[config.mk]
export PLATFORM = sky130hd
export DESIGN_NAME = uart_rx
export DESIGN_NICKNAME = d
export VERILOG_FILES = /design/src/rtl/uart_pkg.sv /design/src/rtl/sync_2ff.sv /design/src/rtl/uart_rx.sv
export SDC_FILE = /design/constraint.sdc
export NUM_CORES = 1
export LEC_CHECK = 0
export CORE_MARGIN = 2
export CORE_UTILIZATION = 35
export DETAILED_ROUTE_END_ITERATION = 8
export PLACE_DENSITY = 0.54
export SLEW_MARGIN = 20
export SYNTH_ARGS = -nofsm -noshare
export SYNTH_HDL_FRONTEND = slang
export SYNTH_SLANG_ARGS = --single-unit
[constraint.sdc]
create_clock -name clk -period 3.2 [get_ports clk]
set_input_delay 0.64 -clock clk [delete_from_list [all_inputs] [get_ports clk]]
set_output_delay 0.64 -clock clk [all_outputs]
set_load 0.03 [all_outputs]
[src/rtl/uart_pkg.sv]
// Shared UART definitions: frame width, bit-period helper and receiver state encoding.
// Used by both the receive and transmit paths.
package uart_pkg;

  localparam int unsigned DATA_BITS = 8;

  typedef enum logic [1:0] {IDLE, START, DATA, STOP} rx_state_e;

  // Clock cycles per bit period, truncated.
  function automatic int unsigned calc_cpb(input int unsigned clock_frequency,
                                           input int unsigned baud_rate);
    return clock_frequency / baud_rate;
  endfunction

endpackage

[src/rtl/sync_2ff.sv]
// Generic two-flop synchronizer for a single asynchronous bit.
// The reset value is a parameter so idle-high pins do not glitch out of reset.
module sync_2ff #(
  parameter logic RESET_VALUE = 1'b0
) (
  input  logic clk,
  input  logic rst_n,
  input  logic d,
  output logic q
);

  logic meta_q;
  logic sync_q;

  always_ff @(posedge clk or negedge rst_n) begin
    if (!rst_n) begin
      meta_q <= RESET_VALUE;
      sync_q <= RESET_VALUE;
    end else begin
      meta_q <= d;
      sync_q <= meta_q;
    end
  end

  assign q = sync_q;

endmodule

[src/rtl/uart_rx.sv]
// 8N1 UART receiver, LSB first, idle-high line. Bytes leave on a valid/ready port;
// frame_err and overrun are single-cycle status pulses.
module uart_rx
  import uart_pkg::*;
#(
  parameter int unsigned CLOCK_FREQUENCY = 100_000_000,
  parameter int unsigned BAUD_RATE       = 115200
) (
  input  logic                 clk,
  input  logic                 rst_n,
  input  logic                 rxd,
  output logic [DATA_BITS-1:0] data,
  output logic                 valid,
  input  logic                 ready,
  output logic                 frame_err,
  output logic                 overrun
);

  localparam int unsigned CPB   = calc_cpb(CLOCK_FREQUENCY, BAUD_RATE);
  localparam int unsigned HALF  = CPB / 2;
  localparam int unsigned CNT_W = (CPB > 1) ? $clog2(CPB) : 1;
  localparam logic [CNT_W-1:0] CNT_LAST = CNT_W'(CPB - 1);
  localparam logic [CNT_W-1:0] CNT_HALF = CNT_W'(HALF - 1);

  if (CPB < 4) begin : g_cpb_check
    $error("uart_rx: CLOCK_FREQUENCY / BAUD_RATE must be at least 4");
  end

  logic                 rxd_s;
  logic                 rxd_prev_q;
  rx_state_e            state_q, state_d;
  logic [CNT_W-1:0]     cnt_q, cnt_d;
  logic [2:0]           bit_q, bit_d;
  logic [DATA_BITS-1:0] shift_q, shift_d;
  logic                 stop_done;
  logic                 cnt_wrap;
  logic [DATA_BITS-1:0] data_q;
  logic                 valid_q, frame_err_q, overrun_q;

  sync_2ff #(
    .RESET_VALUE(1'b1)
  ) u_sync (
    .clk  (clk),
    .rst_n(rst_n),
    .d    (rxd),
    .q    (rxd_s)
  );

  assign cnt_wrap = (cnt_q == CNT_LAST);

  always_comb begin
    state_d   = state_q;
    cnt_d     = cnt_q;
    bit_d     = bit_q;
    shift_d   = shift_q;
    stop_done = 1'b0;
    unique case (state_q)
      IDLE: begin
        cnt_d = '0;
        bit_d = '0;
        // Edge-triggered so a held-low (break) line cannot restart a frame.
        if (rxd_prev_q && !rxd_s) state_d = START;
      end
      START: begin
        if (cnt_q == CNT_HALF) begin
          cnt_d   = '0;
          state_d = rxd_s ? IDLE : DATA;
        end else begin
          cnt_d = cnt_q + 1'b1;
        end
      end
      DATA: begin
        cnt_d = cnt_wrap ? '0 : cnt_q + 1'b1;
        if (cnt_wrap) begin
          shift_d = {rxd_s, shift_q[DATA_BITS-1:1]};
          bit_d   = bit_q + 3'd1;
          if (bit_q == 3'(DATA_BITS - 1)) state_d = STOP;
        end
      end
      STOP: begin
        cnt_d = cnt_wrap ? '0 : cnt_q + 1'b1;
        if (cnt_wrap) begin
          stop_done = 1'b1;
          state_d   = IDLE;
        end
      end
      default: state_d = IDLE;
    endcase
  end

  always_ff @(posedge clk or negedge rst_n) begin
    if (!rst_n) begin
      state_q    <= IDLE;
      cnt_q      <= '0;
      bit_q      <= '0;
      shift_q    <= '0;
      rxd_prev_q <= 1'b1;
    end else begin
      state_q    <= state_d;
      cnt_q      <= cnt_d;
      bit_q      <= bit_d;
      shift_q    <= shift_d;
      rxd_prev_q <= rxd_s;
    end
  end

  // A full output register keeps its byte; a newer one is dropped and flagged.
  always_ff @(posedge clk or negedge rst_n) begin
    if (!rst_n) begin
      data_q      <= '0;
      valid_q     <= 1'b0;
      frame_err_q <= 1'b0;
      overrun_q   <= 1'b0;
    end else begin
      frame_err_q <= stop_done & ~rxd_s;
      overrun_q   <= stop_done & rxd_s & valid_q & ~ready;
      if (stop_done && rxd_s && (!valid_q || ready)) begin
        data_q  <= shift_q;
        valid_q <= 1'b1;
      end else if (valid_q && ready) begin
        valid_q <= 1'b0;
      end
    end
  end

  assign data      = data_q;
  assign valid     = valid_q;
  assign frame_err = frame_err_q;
  assign overrun   = overrun_q;

endmodule

; ---- Word-level counts from Yosys, hierarchy flattened
; Cells that the tools add are included.
; Widths: inputs -> output; s select.
[classes]
n_addsub = 2
n_eq_ne = 11
n_reduce_logical = 14
muxes = 16
bitwise_logic = 6
[ops]
columns = cell, count
row1 = $pmux 10 s3, 1
row2 = $mux 10, 2
row3 = $mux 2, 6
row4 = $add 10x1->10 const B, 1
row5 = $eq 10x10->1 const B, 1
row6 = $eq 10x9->1 const B, 1
row7 = $ne 2x2->1 const B, 5
row8 = $pmux 2 s4, 1
row9 = $pmux 3 s2, 1
row10 = $reduce_and 5->1, 1
row11 = $and 1x1->1, 4
row12 = $eq 2x2->1 const B, 2
row13 = $logic_and 1x1->1, 4
row14 = $mux 1, 4
row15 = $reduce_and 2->1, 2
row16 = $reduce_bool 2->1, 2
row17 = $add 3x1->3 const B, 1
row18 = $eq 3x3->1 const B, 1
row19 = $mux 3, 1
row20 = $eq 2x1->1 const B, 1
row21 = $logic_not 1->1, 2
row22 = $logic_not 2->1, 1
row23 = $not 1->1, 2
row24 = $reduce_or 2->1, 1
row25 = $logic_or 1x1->1, 1
[word_totals]
regBits = 37
out_inout_bits = 11
word_cells = 60

; ---- Depth between registers and ports, before layout
; Gate-level depths: netlist of the first run.
[logic_depth]
ltp_word = 6
depth_mapped = 6

; ---- Hierarchy
; A second synthesis of the first run with hierarchy kept.
[unflattened]
cells_unflattened = 131
area_unflattened_um2 = 1615.3
[by_module_without_submodules]
columns = module, area_per_inst_um2, seq_area_each_um2, cells_per_inst, n_inst
row1 = uart_rx, 1562.7, 877.1, 129, 1
row2 = sync_2ff, 52.6, 52.6, 2, 1

; ---- Least setup slack after synthesis of the first run
; OpenSTA, ideal clock, no wires.
[synth_path]
path_kind = register to register
startpoint = reg cnt_q[2]
endpoint = reg shift_q[0]
synth_period_minus_slack_ns = 1.776
path_slack_ns = 1.424
n_path_buf = 0
path_stages_with_launch = 5
t_required_ns = 3.075
arrival_ns = 1.651
cell_sequence = dfrtp_1 -> or3b_4 -> nor3_4 -> nand2_2 -> mux2_2
[synth_between]
elab_chain_len = 2
[synth_lines]
columns = item, line
row1 = "start, declared", uart_rx.sv:32  ; logic [CNT_W-1:0] cnt_q, cnt_d;
row2 = "start signal, assigned", uart_rx.sv:100  ; cnt_q <= cnt_d;
row3 = $eq 10x10->1, uart_rx.sv:49  ; assign cnt_wrap = (cnt_q == CNT_LAST);
row4 = $reduce_and 2->1 (no source line), n/a
row5 = "end signal, assigned", uart_rx.sv:102  ; shift_q <= shift_d;
row6 = "end, declared", uart_rx.sv:34  ; logic [DATA_BITS-1:0] shift_q, shift_d;
; Every way passes these cells.
; A chain may end at the register's enable or synchronous reset.

; ---- Final worst setup path of the first run
[layout_path]
startpoint = reg data_q[0] (netlist: data[0])
endpoint = out data[0]
[layout_lines]
columns = item, line
row1 = "start, declared", uart_rx.sv:37  ; logic [DATA_BITS-1:0] data_q;
row2 = "start signal, assigned", uart_rx.sv:118  ; data_q <= shift_q;
row3 = "end, declared", uart_rx.sv:12  ; output logic [DATA_BITS-1:0] data,
; No word-level cell between the ends.

==> results_dict.tcl, run 1 <==
set metrics [dict create \
    synth.yosys.seq_area_share 0.580 \
    via_count 983 \
    p_seq_frac 0.521 \
    required_ns 2.56 \
    critPathKind "flop to output pin" \
    critPathLaunch "data[0]$_DFFE_PN0P_" \
    switching_share 0.257 \
    area_growth_pct 19.0 \
    root_buffer "clkbuf_8" \
    drt.antenna.violating_nets 0 \
    syn_avg_cell_area_um2 12.3 \
    avgRoutedWirePerCell_um 13.6 \
    grt_pass1_wl_um 4820 \
    die_h_um 71.7 \
    start_util 0.366 \
    p_clk_frac 0.386 \
    cts_resized 0 \
    core_area_um2 4380 \
    worstMarginPinSlew_ns 0.795 \
    syn_area_um2 1600 \
    antennaDiodeCount 0 \
    clk_path_buf_depth 2 \
    period_needed_ns 1.97 \
    p_leak_nw 0.889 \
    route.detailed.drc 0 \
    fin_nets 156 \
    pin_count 15 \
    num-fill-cells 406 \
    layout-drive-gt1-share 0.221 \
    holdPathStages 0 \
    p_int_mw 0.782 \
    maxCapViolCount 0 \
    whs_endpoint "u_sync.q$_DFF_PN1_" \
    p_comb_frac 0.093 \
    place_hpwl_um 1840 \
    cts_setup_buffers 0 \
    die-area_um2 5140 \
    setup_viol 0 \
    peakVddDrop_mv 0.254 \
    hold_path_class "flop to flop" \
    fin_setup_tns_ns 0 \
    powerDensity_nw_per_um2 551 \
    grt_max_degree 38 \
    yosys_warnings 0 \
    cp-end-kind "output pin" \
    cpPeakStageDelay_ns 0.67 \
    routed_via_density 4.89 \
    cp-start-kind "flop" \
    crit_arrival_ns 1.33 \
    antenna_found_initial 0 \
    status "finished, final reports clean" \
    die_w_um 71.7 \
    port_buffers 14 \
    r2r_cells 4 \
    final_common_cell "dfrtp_1" \
    rows 24 \
    synthDistinctLibCells 29 \
    gr-usage-all-layers 0.122 \
    grt_overflow 0 \
    min_period_over_period 0.614 \
    slew_headroom 0.470 \
    cpLargestDelayFamily "buffers and inverters" \
    worstHoldStart "u_sync.meta_q$_DFF_PN1_" \
    skew_ns 0.00743 \
    max_freq_mhz 509 \
    cts_hold_buf 0 \
    dr.pass1.iters 4 \
    cts-htree-levels 2 \
    cpMaxStageDelayCell "clkdlybuf4s50_1" \
    clock_sinks 37 \
    first_iter_violations 45 \
    cts_tree "built" \
    final_cell_mix "34 x dfrtp_1, 16 x mux2_2, 13 x nand3_1, 13 x clkdlybuf4s50_1, 12 x nor2_1" \
    hold_viol 0 \
    globalplace.congestion 0.782 \
    wl_um 2740 \
    cts_buffers 5 \
    timing.rr.end "shift_q[4]$_DFFE_PN0P_" \
    synth-seq-cells 37 \
    crit_fanout 2 \
    r2r_setup_slack_ns 1.26 \
    clkLatencyLatePin_ns 0.29 \
    reg2reg_from "cnt_q[2]$_DFF_PN0_" \
    clkTransAtPathRegs_ns 0.08 \
    worstPathCellList "clkdlybuf4s50_1" \
    grt_pass1_vias 1023 \
    rsz0062_at_grt "no" \
    syn_inst 130 \
    slew_violations 0 \
    power_switching_mw 0.270 \
    path_buf_inv 1 \
    syn_nets 138 \
    hold-worst-slack_ns 0.357 \
]
-- how the worst max path moves through the flow --
| stage | to | slack, ns | cells after the start |
|---|---|---|---|
| 2_1_floorplan | shift_q[0]$_DFFE_PN0P_ | 1.42 | 4 |
| 3_3_place_gp | shift_q[0]$_DFFE_PN0P_ | 1.29 | 4 |
| 3_5_place_dp | shift_q[4]$_DFFE_PN0P_ | 1.25 | 4 |
| 4_1_cts | data[2] | 1.21 | 1 |
| 5_1_grt | shift_q[4]$_DFFE_PN0P_ | 1.13 | 4 |
| 6_report | data[0] | 1.23 | 1 |
-- power by group through the flow --
| stage | clock, mW | sequential [mW] | combinational, mW |
|---|---|---|---|
| 2_1_floorplan | 0 | 0.541 | 0.0779 |
| 3_3_place_gp | 0 | 0.552 | 0.0972 |
| 3_5_place_dp | 0 | 0.556 | 0.0992 |
| 4_1_cts | 0.420 | 0.547 | 0.100 |
| 5_1_grt | 0.443 | 0.554 | 0.117 |
| 6_report | 0.406 | 0.548 | 0.0979 |
-- layer usage --
metal	share of wire	GRT usage	vias to the layer above
met5	0	0	-
met4	0.015	0.0545	0
met3	0.045	0.0464	7
met2	0.46	0.179	17
met1	0.48	0.162	474
li1	-	-	485
-- metrics by stage --
stage,utilization,cells,cell area (um^2),setup WS (ns),power (mW)
2_1_floorplan,-,130,1600,1.42,0.619
3_3_place_gp,0.409,193,1790,1.29,0.649
3_5_place_dp,0.409,193,1790,1.25,0.655
4_1_cts,0.435,201,1910,1.21,1.07
5_1_grt,0.435,201,1910,1.13,1.11
6_report,0.435,201,1910,1.23,1.05
-- cells in the mapped netlist --
cell type | n | share of area
nand3_1 | 13 | 0.041
inv_1 | 1 | 0.0023
or4_1 | 1 | 0.0047
and4_1 | 1 | 0.0055
nand2_2 | 1 | 0.0039
mux2_2 | 16 | 0.11
nand2b_1 | 2 | 0.0078
nor2b_1 | 3 | 0.012
nand2_1 | 10 | 0.023
and3_1 | 3 | 0.012
a22oi_4 | 1 | 0.013
xor2_1 | 5 | 0.027
nor3_1 | 1 | 0.0031
xnor2_1 | 3 | 0.016
nand4_1 | 1 | 0.0039
a31oi_1 | 2 | 0.0078
nor2_1 | 12 | 0.028
or3_1 | 1 | 0.0039
or3b_4 | 1 | 0.0070
nor4_1 | 1 | 0.0039
dfrtp_1 | 34 | 0.53
a21oi_1 | 1 | 0.0031
clkbuf_1 | 3 | 0.0070
nor3_4 | 1 | 0.010
ha_1 | 4 | 0.031
dfstp_2 | 3 | 0.049
nand3b_1 | 3 | 0.014
nor4b_1 | 1 | 0.0055
nand3_4 | 1 | 0.011
-- kinds of logic after synthesis --
kind of cell    Yosys count  synth area share
fa+ha+maj                 4            0.0312
mux                      16             0.112
buf+inv                   4           0.00936
xor+xnor                  8            0.0437
compound gates            4            0.0242
simple gates             57             0.200
flops                    37             0.580
-- flip-flops by register name, summed over array words and instances (netlist names), named ones only --
register and cells:
overrun 1, u_sync.q 1, rxd_prev_q 1, data 8
shift_q 8, frame_err 1, cnt_q 10, u_sync.meta_q 1
valid 1, state_q 1, bit_q 3
-- cell type report --
type / instances / area (um^2) / share of cell area
Clock inverter: 3 / 46.3 / 0.0243
Inverter: 1 / 3.75 / 0.00197
Timing Repair Buffer: 14 / 135 / 0.0708
Tap cell: 52 / 65.1 / 0.0341
Clock buffer: 5 / 68.8 / 0.0361
Sequential cell: 37 / 930 / 0.487
Multi-Input combinational cell: 89 / 659 / 0.346
No activity file was read; power rests on OpenSTA's default activity.
==> run 2: changes to the inputs <==
- PLACE_DENSITY: 0.54 -> 0.56
- clock period: 3.2 -> 1.67 ns (I/O delays scaled with it)
==> run 2 against run 1 <==
Net effect:
- the run now ends with setup timing left
- core utilization rose by 4.7 points
- total power rose by 100%
- global-route usage rose by 0.77 points
- non-clock buffer count rose by 15
- setup slack got worse by 1.4 ns
- largest cell class unchanged
- clock skew fell by 0.0021 ns
- sequential share of layout area fell by 4.7 points
- cell area rose by 11%
==> results_dict.tcl, run 2 (synthesized netlist as in run 1, its figures left out) <==
set metrics [dict create \
    port_buffers 14 \
    worst_slack_ns -0.138 \
    critPathKind "flop to flop" \
    die_h_um 71.7 \
    cts_tree "built" \
    fin_setup_tns_ns -1.17 \
    top_register "cnt_q" \
    clk_path_buf_depth 2 \
    cts-htree-levels 2 \
    clkLatencyLatePin_ns 0.28 \
    grt_pass1_vias 1095 \
    r2r_setup_slack_ns -0.14 \
    final_core_util 0.482 \
    first_iter_violations 37 \
    clkTransAtPathRegs_ns 0.07 \
    clock_sinks 37 \
    min_period_over_period 1.08 \
    cp-end-kind "flop" \
    crit_arrival_ns 1.96 \
    timing.rr.end "cnt_q[5]$_DFF_PN0_" \
    p_leak_nw 1.12 \
    dpl_cell_area_um2 1890 \
    power_mw 2.15 \
    final_cell_mix "34 x dfrtp_1, 16 x mux2_2, 13 x buf_4" \
    start_util 0.366 \
    cts_buffers 5 \
    hold_path_class "input port to asynchronous set/reset pin" \
    avgRoutedWirePerCell_um 14.7 \
    skew_ns 0.00534 \
    cpMaxStageDelayCell "or4_4" \
    core_area_um2 4380 \
    via_count 1091 \
    grt_pass1_wl_um 5200 \
    reg2reg_from "cnt_q[3]$_DFF_PN0_" \
    violations "setup timing" \
    area_growth_pct 31.7 \
    path_depth 4 \
    die-area_um2 5140 \
    r2r_cells 4 \
    cp-start-kind "flop" \
    crit_fanout 5 \
    gr-usage-all-layers 0.130 \
    largest_register_ffs 10 \
    setup_viol 18 \
    routed_via_density 5.03 \
    cpPeakStageDelay_ns 0.47 \
    hold-worst-slack_ns 0.0798 \
    worstMarginPinSlew_ns 0.467 \
    design_area_um2 2110 \
    rows 24 \
    grt_overflow 0 \
    period_needed_ns 1.81 \
    hold_viol 0 \
    root_buffer "clkbuf_8" \
    pin_count 15 \
    rsz0062_at_grt "yes" \
    dr.pass1.iters 4 \
    antenna_found_initial 0 \
    wl_um 3200 \
    status "finished, violations left" \
    slew_headroom 0.688 \
    place_hpwl_um 2040 \
    maxCapViolCount 0 \
    fin_nets 172 \
    max_freq_mhz 553 \
    peakVddDrop_mv 0.472 \
    powerDensity_nw_per_um2 1020 \
    globalplace.congestion 0.821 \
    cpLargestDelayFamily "simple AND/OR/NAND/NOR gates" \
    required_ns 1.83 \
    layout-drive-gt1-share 0.345 \
    grt_max_degree 38 \
    route.detailed.drc 0 \
    slew_violations 0 \
    antennaDiodeCount 0 \
    final_common_cell "dfrtp_1" \
    path_buf_inv 0 \
    drt.antenna.violating_nets 0 \
    die_w_um 71.7 \
    worstPathCellList "or3b_4 -> or4_4 -> a22oi_2 -> nor2_1" \
]
run 2: stage by stage:
stage | setup WS, ns | std cells
after global routing | -0.199 | 217
after detailed placement | -0.163 | 205
final | -0.138 | 217
after floorplan | -0.0696 | 130
after CTS | -0.146 | 215
after global placement | -0.108 | 205
run 2: cell type report:
cell class	instances	area, um^2
Inverter	1	3.75
Clock inverter	1	30.0
Multi-Input combinational cell	90	724
Timing Repair Buffer	29	273
Clock buffer	7	86.3
Tap cell	52	65.1
Sequential cell	37	930
Fill cell	396	2270
run 2: routing by layer:
| metal | share of wire | track usage | up-vias | wire length, um |
|---|---|---|---|---|
| li1 | - | - | 527 | - |
| met1 | 0.47 | 0.186 | 540 | 1510 |
| met2 | 0.48 | 0.191 | 18 | 1530 |
| met3 | 0.034 | 0.0394 | 6 | 108 |
| met4 | 0.014 | 0.0377 | 0 | 44 |
| met5 | 0 | 0 | - | 0 |
run 2: worst max-delay path by stage:
stage	to	from	slack, ns
floorplan	cnt_q[1]$_DFF_PN0_	cnt_q[3]$_DFF_PN0_	-0.07
global placement	cnt_q[5]$_DFF_PN0_	cnt_q[3]$_DFF_PN0_	-0.11
detailed placement	cnt_q[4]$_DFF_PN0_	cnt_q[3]$_DFF_PN0_	-0.16
CTS	cnt_q[5]$_DFF_PN0_	cnt_q[3]$_DFF_PN0_	-0.15
global route	cnt_q[0]$_DFF_PN0_	cnt_q[3]$_DFF_PN0_	-0.20
finish	cnt_q[5]$_DFF_PN0_	cnt_q[3]$_DFF_PN0_	-0.14
run 2: power by group:
part           internal (mW)  switching, mW  total, mW
sequential             0.964         0.0540       1.02
clock                  0.487          0.297      0.784
combinational          0.185          0.161      0.346
total                   1.64          0.512       2.15
run 2: repair_timing:
item,4_1_cts,5_1_grt
resized for setup,1,18
gates cloned,1,0
pin swaps,6,4
setup endpoints to repair,25,37
buffers inserted,1,2
hold buffers,0,0
